--- src/rtl/fruit_sprite_scheduler_if.sv ---
// fruit_sprite_scheduler_if: fruit table write handshake between the game logic and the sprite scheduler
interface fruit_sprite_scheduler_if #(
  parameter int NUM_FRUITS = 4
) ();
  localparam int IW = $clog2(NUM_FRUITS);
  logic          wr_valid;
  logic          wr_ready;
  logic [IW-1:0] wr_idx;
  logic [9:0]    wr_x;
  logic [9:0]    wr_y;
  logic [9:0]    wr_size;
  logic          wr_en;
  modport master (output wr_valid, wr_idx, wr_x, wr_y, wr_size, wr_en, input wr_ready);
  modport slave  (input wr_valid, wr_idx, wr_x, wr_y, wr_size, wr_en, output wr_ready);
endinterface

--- src/rtl/fruit_sprite_scheduler.sv ---
// fruit_sprite_scheduler: per-scanline sprite list builder and pixel selector; FRUIT_SCHED_ROTATE_EN rotates the scan start index each frame
module fruit_sprite_scheduler #(
  parameter int NUM_FRUITS = 4,
  parameter int LINE_SLOTS = 2,
  parameter int H_ACTIVE   = 640,
  parameter int V_ACTIVE   = 480,
  parameter int V_TOTAL    = 525,
  localparam int IW = $clog2(NUM_FRUITS),
  localparam int SW = $clog2(LINE_SLOTS + 1)
) (
  input  logic                     Clk,
  input  logic                     Reset_n,
  input  logic [9:0]               DrawX,
  input  logic [9:0]               DrawY,
  fruit_sprite_scheduler_if.slave  wr,
  output logic [9:0]               FruitX,
  output logic [9:0]               FruitY,
  output logic [9:0]               Fruit_size,
  output logic [IW-1:0]            fruit_id,
  output logic                     fruit_hit,
  output logic                     line_overflow
);
  typedef struct packed {
    logic       en;
    logic [9:0] x;
    logic [9:0] y;
    logic [9:0] size;
  } entry_t;
  typedef struct packed {
    logic          v;
    logic [9:0]    x;
    logic [9:0]    y;
    logic [9:0]    size;
    logic [IW-1:0] id;
  } slot_t;
  typedef enum logic {IDLE, SCAN} state_t;

  entry_t        sh [NUM_FRUITS];
  entry_t        cm [NUM_FRUITS];
  slot_t         slot [LINE_SLOTS];
  slot_t         sel;
  entry_t        cur;
  state_t        state, state_nx;
  logic [IW-1:0] idx, cnt, start;
  logic [SW-1:0] nslot;
  logic [9:0]    target;
  logic          commit, wr_fire, trigger, vhit, sel_hit, active;

  assign commit      = DrawX == 10'd0 && DrawY == 10'(V_ACTIVE);
  assign wr.wr_ready = !commit;
  assign wr_fire     = wr.wr_valid && wr.wr_ready;
  assign target      = DrawY == 10'(V_TOTAL - 1) ? 10'd0 : DrawY + 10'd1;
  assign cur         = cm[idx];
  assign vhit        = cur.en && (target - cur.y) < cur.size;
  assign active      = DrawX < 10'(H_ACTIVE) && DrawY < 10'(V_ACTIVE);

  // game writes land in the shadow table; the whole table is committed at start of vertical blank
  always_ff @(posedge Clk or negedge Reset_n) begin
    if (!Reset_n) begin
      for (int k = 0; k < NUM_FRUITS; k++) begin
        sh[k] <= '0;
        cm[k] <= '0;
      end
    end else begin
      if (wr_fire) sh[wr.wr_idx] <= '{wr.wr_en, wr.wr_x, wr.wr_y, wr.wr_size};
      if (commit) cm <= sh;
    end
  end

`ifdef FRUIT_SCHED_ROTATE_EN
  // scan start advances every frame so overflowing fruits take turns being dropped
  always_ff @(posedge Clk or negedge Reset_n) begin
    if (!Reset_n) start <= '0;
    else if (commit) start <= start == IW'(NUM_FRUITS - 1) ? '0 : start + 1'b1;
  end
`else
  assign start = '0;
`endif

  // scan state register
  always_ff @(posedge Clk or negedge Reset_n) begin
    if (!Reset_n) state <= IDLE;
    else state <= state_nx;
  end

  // scan starts when horizontal blank begins and lasts one cycle per table entry
  always_comb begin
    trigger  = state == IDLE && DrawX == 10'(H_ACTIVE);
    state_nx = trigger ? SCAN : (state == SCAN && cnt == IW'(NUM_FRUITS - 1)) ? IDLE : state;
  end

  // line list fill: hits take free slots in scan order, excess hits raise the sticky overflow
  always_ff @(posedge Clk or negedge Reset_n) begin
    if (!Reset_n) begin
      idx           <= '0;
      cnt           <= '0;
      nslot         <= '0;
      line_overflow <= 1'b0;
      for (int s = 0; s < LINE_SLOTS; s++) slot[s] <= '0;
    end else begin
      if (trigger) begin
        idx   <= start;
        cnt   <= '0;
        nslot <= '0;
        for (int s = 0; s < LINE_SLOTS; s++) slot[s].v <= 1'b0;
      end else if (state == SCAN) begin
        idx <= idx == IW'(NUM_FRUITS - 1) ? '0 : idx + 1'b1;
        cnt <= cnt + 1'b1;
        if (vhit && nslot == SW'(LINE_SLOTS)) line_overflow <= 1'b1;
        else if (vhit) begin
          nslot <= nslot + 1'b1;
          for (int s = 0; s < LINE_SLOTS; s++)
            if (nslot == SW'(s)) slot[s] <= '{1'b1, cur.x, cur.y, cur.size, idx};
        end
      end
      if (commit) line_overflow <= 1'b0;
    end
  end

  // lowest-numbered slot covering DrawX wins
  always_comb begin
    sel_hit = 1'b0;
    sel     = '0;
    for (int s = LINE_SLOTS - 1; s >= 0; s--)
      if (slot[s].v && (DrawX - slot[s].x) < slot[s].size) begin
        sel_hit = 1'b1;
        sel     = slot[s];
      end
  end

  // registered outputs; geometry holds its last value when nothing is drawn
  always_ff @(posedge Clk or negedge Reset_n) begin
    if (!Reset_n) begin
      FruitX     <= '0;
      FruitY     <= '0;
      Fruit_size <= '0;
      fruit_id   <= '0;
      fruit_hit  <= 1'b0;
    end else begin
      fruit_hit <= active && sel_hit;
      if (active && sel_hit) begin
        FruitX     <= sel.x;
        FruitY     <= sel.y;
        Fruit_size <= sel.size;
        fruit_id   <= sel.id;
      end
    end
  end
endmodule

--- src/flat_wrapper.sv ---
// flat-port wrapper written by rule: the top's interface ports become plain ports
module fruit_sprite_scheduler_flat 
#(
  parameter int NUM_FRUITS = 4,
  parameter int LINE_SLOTS = 2,
  parameter int H_ACTIVE   = 640,
  parameter int V_ACTIVE   = 480,
  parameter int V_TOTAL    = 525,
  localparam int IW = $clog2(NUM_FRUITS),
  localparam int SW = $clog2(LINE_SLOTS + 1)
)
  (Clk, Reset_n, DrawX, DrawY, FruitX, FruitY, Fruit_size, fruit_id, fruit_hit, line_overflow, wr_wr_valid, wr_wr_idx, wr_wr_x, wr_wr_y, wr_wr_size, wr_wr_en, wr_wr_ready);
  fruit_sprite_scheduler_if #(.NUM_FRUITS(NUM_FRUITS)) wr_i ();
  input  logic Clk;
  input  logic Reset_n;
  input  logic [9:0] DrawX;
  input  logic [9:0] DrawY;
  output logic [9:0] FruitX;
  output logic [9:0] FruitY;
  output logic [9:0] Fruit_size;
  output logic [IW-1:0] fruit_id;
  output logic fruit_hit;
  output logic line_overflow;
  input wire logic [$bits(wr_i.wr_valid)-1:0] wr_wr_valid;
  input wire logic [$bits(wr_i.wr_idx)-1:0] wr_wr_idx;
  input wire logic [$bits(wr_i.wr_x)-1:0] wr_wr_x;
  input wire logic [$bits(wr_i.wr_y)-1:0] wr_wr_y;
  input wire logic [$bits(wr_i.wr_size)-1:0] wr_wr_size;
  input wire logic [$bits(wr_i.wr_en)-1:0] wr_wr_en;
  output wire logic [$bits(wr_i.wr_ready)-1:0] wr_wr_ready;
  assign wr_i.wr_valid = wr_wr_valid;
  assign wr_i.wr_idx = wr_wr_idx;
  assign wr_i.wr_x = wr_wr_x;
  assign wr_i.wr_y = wr_wr_y;
  assign wr_i.wr_size = wr_wr_size;
  assign wr_i.wr_en = wr_wr_en;
  assign wr_wr_ready = wr_i.wr_ready;
  fruit_sprite_scheduler #(.NUM_FRUITS(NUM_FRUITS), .LINE_SLOTS(LINE_SLOTS), .H_ACTIVE(H_ACTIVE), .V_ACTIVE(V_ACTIVE), .V_TOTAL(V_TOTAL)) u_core (.Clk(Clk), .Reset_n(Reset_n), .DrawX(DrawX), .DrawY(DrawY), .wr(wr_i), .FruitX(FruitX), .FruitY(FruitY), .Fruit_size(Fruit_size), .fruit_id(fruit_id), .fruit_hit(fruit_hit), .line_overflow(line_overflow));
endmodule
--- config.mk ---
export PLATFORM = sky130hd
export DESIGN_NAME = fruit_sprite_scheduler_flat
export DESIGN_NICKNAME = d
export VERILOG_FILES = /design/src/rtl/fruit_sprite_scheduler_if.sv /design/src/rtl/fruit_sprite_scheduler.sv /design/src/flat_wrapper.sv
export SDC_FILE = /design/constraint.sdc
export NUM_CORES = 1
export LEC_CHECK = 0
export ABC_AREA = 1
export CORE_MARGIN = 2
export CORE_UTILIZATION = 40
export CTS_CLUSTER_SIZE = 14
export DETAILED_ROUTE_END_ITERATION = 6
export GPL_ROUTABILITY_DRIVEN = 0
export PLACE_DENSITY = 0.66
export REMOVE_ABC_BUFFERS = 1
export SYNTH_ARGS = -nofsm -noshare
export SYNTH_HDL_FRONTEND = slang
export SYNTH_SLANG_ARGS = --single-unit
--- constraint.sdc ---
create_clock -name Clk -period 3.5 [get_ports Clk]
set_input_delay 0.875 -clock Clk [delete_from_list [all_inputs] [get_ports Clk]]
set_output_delay 0.875 -clock Clk [all_outputs]
set_load 0.02 [all_outputs]
==> qor.csv <==
stage,metric,value,unit
outcome,status,"complete, but fails checks",
outcome,failed_checks,negative setup slack,
synthesis,synthCells,2223,
sta,finClkSkew,0.0137,ns
clocking,clock_sinks,355,
synthesis,syn-mean-instance-area,7.92,µm²
clocking,cts_buffers,38,
global_routing,met3_usage,0.0312,
finish,antenna_cells,0,
critical_path,cp_max_fo,8,
flow_run,maxCapViolations,0,
global_routing,grt_overflow,0,
drt,drc,0,
sta,finalCritPeriodShare,1.13,
global_routing,antenna_found_initial,3,
floorplanning,dieArea,45700,µm²
placed_design,pre_cts_ws,-1.43,ns
floorplanning,die_w,214,µm
synthesis,yosysTopAreaCell,dfrtp_1,
sta,report.final.slew_viol_count,0,
power_and_ir_drop,finalPower,12500,µW
critical_path,setup.worst_path.class,input pin to flip-flop,
synthesis,syn_area,17600,µm²
sta,hold_violations,0,
drt,vias,15300,
sta,worstMarginPinSlew,0.751,ns
floorplanning,die_h,214,µm
sta,post-route-min-period,3.97,ns
placed_design,port_buffers,90,
synthesis,yosys_most_used_dff,dfrtp_1,
min_path,holdCritPathClass,input pin to asynchronous set/reset pin,
global_routing,grt_max_degree,83,
clocking,clk_latency,0.54,ns
placed_design,dp_hpwl,30.8,mm
finish,drive_above_1_share,0.145,
floorplanning,row_count,76,
global_routing,grt_pass1_wl,79.3,mm
critical_path,arrival,4.44,ns
drt,wl,48.7,mm
clocking,path_clk_slew,0.06,ns
drt,ant_nets,0,
floorplanning,core_region_area,43300,µm²
synthesis,synthArstFlopShare,1.00,
clocking,htree_levels,2,
power_and_ir_drop,p_leak,0.0115,µW
sta,fmax,252,MHz
synthesis,synth_top_area_share,0.504,
clocking,clockBufferDepth,3,
drt,routedWlPerCell,16.1,µm
global_routing,grtUsageMet2,0.379,
clocking,cts_tree,done,
floorplanning,initial_core_util,0.407,
sta,setup_ws,-0.467,ns
critical_path,required,3.97,ns
global_routing,grt_util_all_layers,0.217,
clocking,cts_hold_buf,0,
drt,drtIter0Drc,1416,
sta,setup_viol,69,
drt,viasPerCell,5.06,
clocking,root_buffer,clkbuf_16,
critical_path,worstSetupEndpointType,flip-flop,
sta,holdWs,0.330,ns
floorplanning,io_pins,91,
drt,first_pass_iters,6,
sta,rsz0062_at_grt,yes,
sta,max_slew_margin,0.500,
synthesis,synth-seq-area-share,0.504,
power_and_ir_drop,powerDensity,565,nW/µm²
synthesis,synth_cell_types,44,
global_routing,grtUsageMet1,0.281,
synthesis,synth_edf_count,0,
finish,final_nets,2536,
sta,setup_tns,-29.33,ns
global_routing,top_usage_layer,met2,
synthesis,synth_seq_cells,355,
finish,area_growth,25.9,%
synthesis,synth_area_leaders,"dfrtp_1 (50%), nand2_1 (23%), nand4_1 (4.9%), ha_1 (4.3%), inv_1 (3.2%)",
power_and_ir_drop,vdd_drop_max,0.000334,V
global_routing,grt_pass1_vias,15100,
synthesis,synth_warnings,0,
critical_path,cp-start-kind,input pin,
==> synth_stat cells, drive strengths merged (11+ instances only) <==
master  number
clkbuf      40
dfrtp      355
a21oi       52
inv        151
o21ai       68
o22ai       11
xor2        18
ha          61
nand3       38
buf         82
nand4      141
nor2        56
nand2     1090
a32oi       18
==> cells in the final DEF (no fill, tap or decap), drive strengths merged, types with 52 or more instances in the layout <==
master	Yosys	layout
o21ai	68	68
nor2	56	56
clkdlybuf4s50	0	70
clkbuf	40	60
nand2	1090	1090
inv	151	152
a21oi	52	52
ha	61	61
nand4	141	141
dfrtp	355	355
buf	82	190
==> per-stage QoR <==
| stage | area (µm²) | cells | util |
|---|---|---|---|
| after floorplan | 17000 | 2101 | - |
| after global placement | 20000 | 2930 | 0.463 |
| after global routing | 22200 | 3028 | 0.513 |
| after detailed placement | 20000 | 2930 | 0.463 |
| after CTS | 21900 | 3021 | 0.506 |
| final | 22200 | 3028 | 0.513 |
==> path summary, 6_finish.rpt <==
path,to,start,cells past startpoint,slack (ns)
max,u_core.slot[3]$_DFFE_PN0P_,DrawY[4],23,-0.47
min reg2reg,u_core.cm[58]$_DFFE_PN0P_,u_core.sh[58]$_DFFE_PN0P_,2,0.46
max in group asynchronous,u_core.cm[25]$_DFFE_PN0P_,Reset_n,2,2.29
min,u_core.FruitY[3]$_DFFE_PN0P_,Reset_n,1,0.33
min in group Clk,u_core.cm[58]$_DFFE_PN0P_,u_core.sh[58]$_DFFE_PN0P_,2,0.46
max reg2reg,u_core.slot[3]$_DFFE_PN0P_,u_core.idx[1]$_DFFE_PN0P_,24,-0.30
==> final cells by class <==
cell class / count / area, µm²
Timing Repair Buffer: 275 / 2740
Sequential cell: 355 / 8880
Tap cell: 585 / 732
Clock inverter: 9 / 111
Fill cell: 3949 / 21100
Multi-Input combinational cell: 1595 / 7990
Clock buffer: 58 / 1140
Inverter: 151 / 573
==> where the power goes <==
group	leakage [µW]	internal [µW]	switching [µW]
sequential	0.00473	4420	195
combinational	0.00615	1620	2250
clock	0.000607	2390	1650
total	0.0115	8430	4100
==> layer usage <==
| layer | routed length, µm | up-vias |
|---|---|---|
| met5 | 47 | - |
| met4 | 986 | 6 |
| met3 | 2120 | 77 |
| met2 | 24000 | 297 |
| met1 | 21500 | 7457 |
| li1 | - | 7490 |
==> kinds of logic (layout without fill, tap and decap cells) <==
kind of cell	Yosys count	after routing	synth area share
simple gates	1340	1340	0.315
fa+ha+maj	64	64	0.0467
xor+xnor	26	26	0.0129
compound gates	165	165	0.0543
flops	355	355	0.504
buf+inv	273	493	0.0671
==> repair_timing <==
item                                    CTS  global route
pin swaps                                45            37
gates resized for setup                 105            58
buffers inserted                         20             6
endpoints found under the setup margin  103           158
cloned                                    4             1
==> state kept, by name, indices dropped and copies added, names as in the netlist <==
| register | count |
|---|---|
| u_core.Fruit_size | 10 |
| u_core.FruitX | 10 |
| u_core.FruitY | 10 |
| u_core.sh | 124 |
| u_core.fruit_hit | 1 |
| u_core.cnt | 2 |
| u_core.state | 1 |
| u_core.cm | 124 |
| u_core.nslot | 2 |
| u_core.fruit_id | 2 |
| u_core.idx | 2 |
| u_core.line_overflow | 1 |
| u_core.slot | 66 |
==> critical path, stage by stage <==
cell and delay (ns):
clkdlybuf4s50_1 0.50, inv_1 0.09, nand3_2 0.13, buf_6 0.12, nand2_1 0.06, ha_2 0.19
fa_2 0.36, o21ai_2 0.20, nand2_1 0.10, o311ai_2 0.08, xor2_1 0.21, ha_1 0.29
nand2_1 0.09, nand3_2 0.09, nand2_1 0.09, nand3_2 0.09, nor2_4 0.16, nand3_4 0.12
nor2_4 0.17, buf_12 0.14, buf_12 0.13, nand2_2 0.05, nand2_1 0.09
Power figures use the tool's default switching activity.
